### src/rtl/if_fetch_unit.sv
// Instruction-fetch front end: PC generation, in-order ROM requests and a
// 2-entry {pc, instr} queue feeding IF_ID, with redirect and wrong-path drop.
module if_fetch_unit #(
   parameter int unsigned       DATA_W   = 32,
   parameter logic [DATA_W-1:0] RESET_PC = '0,
   parameter int unsigned       PC_STEP  = 4,
   parameter logic [DATA_W-1:0] NOP      = DATA_W'(32'h0000_0013)
) (
   input  logic              clk,
   input  logic              reset,
   input  logic              locker,
   input  logic              redirect,
   input  logic [DATA_W-1:0] redirectAddr,
   output logic              romReq,
   input  logic              romReady,
   output logic [DATA_W-1:0] romAddr,
   input  logic              romValid,
   input  logic [DATA_W-1:0] romData,
   output logic [DATA_W-1:0] addrOut,
   output logic [DATA_W-1:0] dataOut,
   output logic              valid,
   output logic              misalign
);

   typedef enum logic [1:0] {
      S_BOOT,
      S_FETCH,
      S_DRAIN
   } state_t;

   typedef struct packed {
      logic [DATA_W-1:0] pc;
      logic [DATA_W-1:0] instr;
   } entry_t;

   state_t            state_q, state_d;
   logic [DATA_W-1:0] pc_q, pc_d;
   logic [DATA_W-1:0] last_pc_q;
   logic [1:0]        count_q, count_d;
   logic [1:0]        outst_q, outst_d;
   logic [1:0]        drop_q, drop_d;
   logic              q_rd_q, q_wr_q;
   logic              tag_rd_q, tag_wr_q;
   logic              misalign_q;

   entry_t            q_mem   [2];
   logic [DATA_W-1:0] tag_mem [2];
   entry_t            head;

   logic              accept, rsp, discard, push, pop;
   logic [2:0]        in_use;

   // Issue only while the queue plus in-flight requests leave a free slot,
   // so a returning response can never overflow the queue.
   always_comb begin
      in_use = {1'b0, count_q} + {1'b0, outst_q};
      romReq = (state_q == S_FETCH) && !redirect && (in_use < 3'd2);
   end

   assign romAddr = pc_q;
   assign accept  = romReq & romReady;
   assign rsp     = romValid & (outst_q != 2'd0);
   assign discard = rsp & (redirect | (drop_q != 2'd0));
   assign push    = rsp & ~discard;
   assign pop     = locker & (count_q != 2'd0) & ~redirect;

   // NOTE: every always_comb output gets a default first so no path leaves it
   // unassigned, which would otherwise infer a latch.
   always_comb begin
      state_d = state_q;
      pc_d    = pc_q;
      count_d = count_q;
      drop_d  = drop_q;
      outst_d = outst_q + {1'b0, accept} - {1'b0, rsp};

      if (redirect) begin
         // No request is accepted on a redirect cycle, so outst_d is exactly
         // what remains in flight on the wrong path.
         pc_d    = {redirectAddr[DATA_W-1:2], 2'b00};
         count_d = 2'd0;
         drop_d  = outst_d;
         state_d = (outst_d != 2'd0) ? S_DRAIN : S_FETCH;
      end else begin
         if (accept) begin
            pc_d = pc_q + DATA_W'(PC_STEP);
         end
         count_d = count_q + {1'b0, push} - {1'b0, pop};
         if (discard) begin
            drop_d = drop_q - 2'd1;
         end
         case (state_q)
            S_BOOT:  state_d = S_FETCH;
            S_DRAIN: if (drop_d == 2'd0) state_d = S_FETCH;
            default: state_d = state_q;
         endcase
      end
   end

   // NOTE: sequential state uses non-blocking assignments so every register
   // samples the pre-edge values regardless of statement order.
   always_ff @(posedge clk) begin
      if (!reset) begin
         state_q    <= S_BOOT;
         pc_q       <= RESET_PC;
         last_pc_q  <= RESET_PC;
         count_q    <= 2'd0;
         outst_q    <= 2'd0;
         drop_q     <= 2'd0;
         q_rd_q     <= 1'b0;
         q_wr_q     <= 1'b0;
         tag_rd_q   <= 1'b0;
         tag_wr_q   <= 1'b0;
         misalign_q <= 1'b0;
      end else begin
         state_q    <= state_d;
         pc_q       <= pc_d;
         last_pc_q  <= addrOut;
         count_q    <= count_d;
         outst_q    <= outst_d;
         drop_q     <= drop_d;
         misalign_q <= redirect & (redirectAddr[1:0] != 2'b00);

         if (redirect) begin
            q_rd_q <= 1'b0;
            q_wr_q <= 1'b0;
         end else begin
            if (push) q_wr_q <= ~q_wr_q;
            if (pop)  q_rd_q <= ~q_rd_q;
         end

         // The tag FIFO is never flushed: discarded responses still retire
         // their tag, keeping it aligned with the ROM's in-order replies.
         if (accept) tag_wr_q <= ~tag_wr_q;
         if (rsp)    tag_rd_q <= ~tag_rd_q;
      end
   end

   // NOTE: the storage arrays have no reset; count and pointers alone decide
   // which slots hold live data, so stale contents are never observed.
   always_ff @(posedge clk) begin
      if (push) begin
         q_mem[q_wr_q] <= '{pc: tag_mem[tag_rd_q], instr: romData};
      end
      if (accept) begin
         tag_mem[tag_wr_q] <= pc_q;
      end
   end

   assign head     = q_mem[q_rd_q];
   assign valid    = (count_q != 2'd0);
   assign addrOut  = valid ? head.pc : last_pc_q;
   assign dataOut  = valid ? head.instr : NOP;
   assign misalign = misalign_q;

endmodule

### config.mk
export PLATFORM = sky130hd
export DESIGN_NAME = if_fetch_unit
export DESIGN_NICKNAME = d
export VERILOG_FILES = /design/src/rtl/if_fetch_unit.sv
export SDC_FILE = /design/constraint.sdc
export NUM_CORES = 1
export LEC_CHECK = 0
export BUFFER_PORTS_ARGS = -buffer_cell sky130_fd_sc_hd__buf_2
export CAP_MARGIN = 25
export CORE_ASPECT_RATIO = 0.5
export CORE_MARGIN = 5
export CORE_UTILIZATION = 51
export CTS_CLUSTER_SIZE = 25
export DETAILED_ROUTE_END_ITERATION = 16
export PLACE_DENSITY = 0.81
export SLEW_MARGIN = 0
export SYNTH_ARGS = -nofsm -noshare
export SYNTH_HDL_FRONTEND = slang
export SYNTH_SLANG_ARGS = --single-unit
### constraint.sdc
create_clock -name clk -period 3.7 [get_ports clk]
set_input_delay 0.37 -clock clk [delete_from_list [all_inputs] [get_ports clk]]
set_output_delay 0.37 -clock clk [all_outputs]
set_load 0.1 [all_outputs]
# ---- Word level (Yosys, flattened, before mapping)
# Memories as Yosys holds them, arrays and structs flattened. A register that Yosys moved wholly into a read port is not among the register bits.
# Index checks and enable logic that the tools add are counted.
dict set report totals {
  register_bits 77
  mem_bits_rw 192
  inputBits 70
  elab_cells 73
  mem_count 2
}
# memory words word_bits read_ports rd_ports_with_merged_regs wr line
set memory_table {}
lappend memory_table {q_mem 2 64 1 1 1 46} ;# entry_t q_mem [2];
lappend memory_table {tag_mem 2 32 1 1 1 47} ;# logic [DATA_W-1:0] tag_mem [2];
dict set report classes {
  addsub 7
  magnitude_cmp 1
  eq_ne 3
  muxes 19
  bitwise_logic 15
  n_reduce_logical 14
}
# operator n
set ops {}
lappend ops {{32-bit two-way mux} 4}
lappend ops {{32-bit by 3-bit adder with 32-bit output (second input constant)} 1}
lappend ops {{2-bit two-way mux} 6}
lappend ops {{2-bit nonzero test} 6}
lappend ops {{1-bit two-way mux} 8}
lappend ops {{1-bit bitwise AND} 7}
lappend ops {{1-bit NOT} 7}
lappend ops {{2-bit by 1-bit adder with 2-bit output} 2}
lappend ops {{2-bit zero test} 2}
lappend ops {{2-bit one-hot mux with 2 select lines} 1}
lappend ops {{2-bit by 1-bit subtractor with 2-bit output} 2}
lappend ops {{2-bit by 2-bit adder with 3-bit output} 1}
lappend ops {{3-bit by 2-bit < comparator with 1-bit output (second input constant)} 1}
lappend ops {{3-bit inequality test (second input constant)} 1}
lappend ops {{3-bit nonzero test} 1}
lappend ops {{2-bit by 1-bit == test with 1-bit output (second input constant)} 1}
lappend ops {{2-bit == test (second input constant)} 1}
lappend ops {{1-bit logical AND} 2}
lappend ops {{2-bit AND reduction} 1}
lappend ops {{2-bit OR reduction} 1}
lappend ops {{2-bit by 1-bit subtractor with 2-bit output (second input constant)} 1}
lappend ops {{1-bit zero test} 1}
lappend ops {{1-bit OR} 1}

# ---- Depth between registers and ports, before layout
dict set report depth {
  depth_word 9
  mapped_depth 14
  depth_no_buf 13
}

# ---- Least setup slack after synthesis
# Ideal clock, no wire load.
dict set report synth_timing {
  path_type {register to register}
  from {register outst_q[1]}
  to {memory q_mem[0][0] in the netlist's numbering (enable)}
  setup_ns 0.483
  arrival_time_ns 3.487
  setup_slack_ns -0.270
  stages_incl_launch_ff 6
  path_buffers 0
  period_less_slack_ns 3.970
  cell_sequence {dfxtp_1 -> o21ai_0 -> inv_1 -> and3_1 -> inv_1 -> nor2_1}
}
dict set report synth_via {
  elab_chain_cells 7
}
# element line
set synth_rtl {}
lappend synth_rtl {{from (decl)} 40} ;# logic [1:0] outst_q, outst_d;
lappend synth_rtl {{from (signal assigned)} 119} ;# outst_q <= outst_d;
lappend synth_rtl {{2-bit nonzero test *} 62} ;# assign rsp = romValid & (outst_q != 2'd0);
lappend synth_rtl {{1-bit bitwise AND *} 62}
lappend synth_rtl {{net rsp} 50} ;# logic accept, rsp, discard, push, pop;
lappend synth_rtl {{1-bit bitwise AND} 63} ;# assign discard = rsp & (redirect | (drop_q != 2'd0));
lappend synth_rtl {{1-bit NOT} 64} ;# assign push = rsp & ~discard;
lappend synth_rtl {{1-bit bitwise AND *} 64}
lappend synth_rtl {{1-bit two-way mux *} 141} ;# if (push) begin
lappend synth_rtl {{1-bit two-way mux (not written as such) *} 142} ;# q_mem[q_wr_q] <= '{pc: tag_mem[tag_rd_q], instr: romData};
lappend synth_rtl {{to (decl)} 46}
# Mark *: on every way through the listed nets, which the timed path passes. The rest lies on a longest branch.

# ---- Worst setup path after layout
dict set report layout_timing {
  from {register count_q[0]}
  to {register state_q[1]}
}
dict set report layout_via {
  elab_chain_cells 9
}
# element line
set layout_rtl {}
lappend layout_rtl {{from (decl)} 39} ;# logic [1:0] count_q, count_d;
lappend layout_rtl {{from (signal assigned)} 118} ;# count_q <= count_d;
lappend layout_rtl {{2-bit by 2-bit adder with 3-bit output} 56} ;# in_use = {1'b0, count_q} + {1'b0, outst_q};
lappend layout_rtl {{3-bit by 2-bit < comparator with 1-bit output} 57} ;# romReq = (state_q == S_FETCH) && !redirect && (in_use < 3'd2);
lappend layout_rtl {{1-bit logical AND} 57}
lappend layout_rtl {{1-bit bitwise AND} 61} ;# assign accept = romReq & romReady;
lappend layout_rtl {{2-bit by 1-bit adder with 2-bit output} 74} ;# outst_d = outst_q + {1'b0, accept} - {1'b0, rsp};
lappend layout_rtl {{2-bit by 1-bit subtractor with 2-bit output} 74}
lappend layout_rtl {{2-bit nonzero test} 82} ;# state_d = (outst_d != 2'd0) ? S_DRAIN : S_FETCH;
lappend layout_rtl {{2-bit two-way mux} 82}
lappend layout_rtl {{2-bit two-way mux} 76} ;# if (redirect) begin
lappend layout_rtl {{to (signal assigned)} 115} ;# state_q <= state_d;
lappend layout_rtl {{to (decl)} 36} ;# state_t state_q, state_d;
# Every way passes these cells.
# A chain may end at the register's enable or synchronous reset.

==> impl_metrics.py <==
metrics = {
    "sta": {
        "clock_skew_ps": 10.1,
        "hold_viol": 0,
        "worst_slew_pin_slew_ps": 747,
        "max_freq_mhz": 321,
        "fin_crit_sh_pct": 84.3,
        "setup_viol": 0,
        "period_minus_slack_ps": 3120,
        "slew-limit-headroom_pct": 50.2,
        "rsz0062_at_grt": "false",
        "drv_slew": 0,
        "finalSetupTns_ps": 0,
    },
    "synthesis": {
        "ys_ff_latch": 261,
        "syn_area_mm2": 0.0103,
        "netlist_instances": 768,
        "postSynthAreaPerCell_um2": 13.5,
        "yosysSeqAreaShare_pct": 68.4,
        "yosysUniqueCellTypes": 60,
        "ys_warn_count": 0,
        "synthFlopType": "edfxtp_1",
        "synth_edf_count": 184,
        "async_flop_share_pct": 0,
    },
    "die": {
        "die_area_mm2": 0.0234,
        "dieWidth_um": 211,
        "initial_core_util_pct": 52.5,
        "ios": 169,
        "core_mm2": 0.0197,
        "die_y_um": 111,
        "rows": 36,
    },
    "power_and_ir_drop": {
        "powerDensity_mw_per_mm2": 569,
        "p_sw_share_pct": 29.2,
        "ir_drop_mv": 0.261,
        "p_comb_share_pct": 18.0,
        "p_total_w": 0.00694,
        "p_int_w": 0.00492,
        "p_clk_share_pct": 32.0,
        "leakagePower_nw": 4.53,
        "p_sw_w": 0.00202,
        "seq_power_share_pct": 50.1,
    },
    "routing": {
        "vias_per_cell": 5.49,
        "dr.pass1.iters": 5,
        "detail_route.wl_per_cell_um": 19.3,
        "dr_total_vias": 6685,
        "drt_iter0_drc": 582,
        "drc": 0,
        "ant_nets": 0,
        "wl_um": 23500,
    },
    "place": {
        "place_hpwl_um": 15400,
        "buffer_ports.inserted": 166,
        "dpl.cell_count": 1177,
        "place.gp.congestion": 0.802,
    },
    "critical_path": {
        "slowest_stage": "or4b_4",
        "path_cells": "and2_1 > fa_1 > or4b_4 > nor2_4 > inv_2 > ha_1 > inv_1 > ha_1 > xor2_1 > xnor2_1 > inv_1 > o21ai_0 > a21oi_1",
        "cp.buffers_inverters": 3,
        "cp_max_fo": 5,
        "cp_top_family": "adder cells",
        "crit_path_end_kind": "flop",
        "path_depth": 13,
        "required_ps": 4080,
        "reg2reg_depth": 13,
        "slowest_delay_ps": 560,
        "arrival_ps": 3500,
        "crit_type": "reg2reg",
        "cp-start-kind": "flop",
    },
    "clocking": {
        "clk_path_buf_depth": 3,
        "cts_sinks": 261,
        "cts_root_buf": "clkbuf_16",
        "cts_hold_buf": 0,
        "cts_buffers": 23,
        "cts_tree": "built",
        "cts_max_level": 1,
        "path_clk_slew_ps": 70,
        "cts_setup_buffers": 0,
        "cts_resized": 0,
        "clkLatencyLatePin_ps": 500,
    },
    "hold_path": {
        "hold-path-cell-count": 1,
        "hold_path.class": "in2reg",
    },
    "layout": {
        "register_area_mm2": 0.00707,
        "diodes": 0,
        "drive_gt1_share_pct": 27.4,
        "final_nets": 1013,
        "area_growth_pct": 18.0,
        "multiInputGateArea_mm2": 0.00307,
        "final_cell_mix": "184 x edfxtp_1, 166 x buf_2, 76 x dfxtp_1, 64 x mux2i_1, 61 x nand2_1",
        "layout_commonest_cell": "edfxtp_1",
        "fin_cells": 1217,
        "nFillCells": 1479,
    },
    "job": {
        "maxCapViolCount": 0,
    },
    "global_route": {
        "grt_overflow": 0,
        "grt_usage_pct": 19.5,
        "grt_max_degree": 63,
        "grt_pass1_vias": 6637,
        "antenna_found_initial": 0,
        "grt_pass1_wl_um": 36700,
    },
    "run_status": {
        "status": "complete, no violations",
    },
}
cells by family after synthesis:
group | count (synthesis) | synth area share (%)
muxes | 95 | 9.61
xor gates and xnor gates | 20 | 1.70
DFF | 261 | 68.4
adders and majority gates | 7 | 0.920
AOI/OAI and AO/OA | 112 | 6.49
other | 1 | 0.0363
and+or+nand+nor | 218 | 10.7
buffers and inverters | 54 | 2.15
metal layers:
| metal | routed length (um) | track usage [%] |
|---|---|---|
| met1 | 10300 | 27.0 |
| met5 | 0 | 0 |
| met4 | 568 | 5.02 |
| met3 | 1410 | 3.76 |
| met2 | 11200 | 31.7 |
cells in the mapped netlist, types with 2 or more instances:
cell	n	area, um^2
o21ai_0	54	270
nand4_1	7	43.8
o21a_1	2	15.0
nor2b_1	2	12.5
buf_1	4	15.0
edfxtp_1	184	5530
and3_1	13	81.3
clkbuf_1	29	109
nor4_2	2	25.0
nor2_1	58	218
inv_1	12	45.0
xor2_1	11	96.3
xnor2_1	9	78.8
mux2i_1	64	641
ha_1	6	75.1
buf_2	4	20.0
nor3_1	3	15.0
a211oi_1	2	15.0
a32oi_1	6	52.6
buf_4	2	15.0
and2_1	40	250
a21oi_1	19	95.1
a31oi_1	11	68.8
nand3_1	17	85.1
or4_1	2	15.0
dfxtp_1	77	1540
nand2_1	61	229
mux2_2	30	338
o211ai_1	4	30.0
or4b_1	2	20.0
nor4_1	2	12.5
sequential cells by signal, indices dropped and copies added, names as in the netlist, named ones only:
name	cells
drop_q	2
count_q	2
q_rd_q	1
tag_rd_q	1
misalign	1
q_wr_q	1
romAddr	30
q_mem	124
tag_mem	60
state_q	2
tag_wr_q	1
outst_q	2
last_pc_q	32
layout make-up:
class	count	area share [%]
timing repair buffer	182	8.11
tap	266	2.73
sequential	261	58.0
inverter	14	0.431
clock buffer	25	4.78
clock inverter	15	0.831
multi-input combinational	454	25.1
power groups by stage:
stage / logic [W] / clock network [W] / registers (W)
2_1_floorplan: 0.000786 / 0 / 0.00368
3_5_place_dp: 0.00124 / 0 / 0.00354
6_report: 0.00125 / 0.00222 / 0.00347
3_3_place_gp: 0.00121 / 0 / 0.00352
4_1_cts: 0.00125 / 0.00226 / 0.00347
5_1_grt: 0.00132 / 0.00239 / 0.00349
metrics by stage:
step	hold slack [ps]	util (%)	area, um^2	setup WS (ps)
2_1_floorplan	444	-	10300	112
3_3_place_gp	459	58.4	11500	714
3_5_place_dp	468	58.5	11500	606
4_1_cts	29.9	62.0	12200	583
5_1_grt	28.5	62.0	12200	448
6_report	52.6	62.0	12200	582
final timing paths:
path | endpoint | start | slack, ps
max reg2reg | state_q[1]$_SDFFE_PN0P_ | count_q[0]$_SDFF_PP0_ | 580
max | state_q[1]$_SDFFE_PN0P_ | count_q[0]$_SDFF_PP0_ | 580
min | q_mem[1][4]$_DFFE_PP_ | romData[4] | 50
min reg2reg | last_pc_q[1]$_SDFF_PN0_ | last_pc_q[1]$_SDFF_PN0_ | 480
Note: power is estimated with default switching activity, not from simulation.
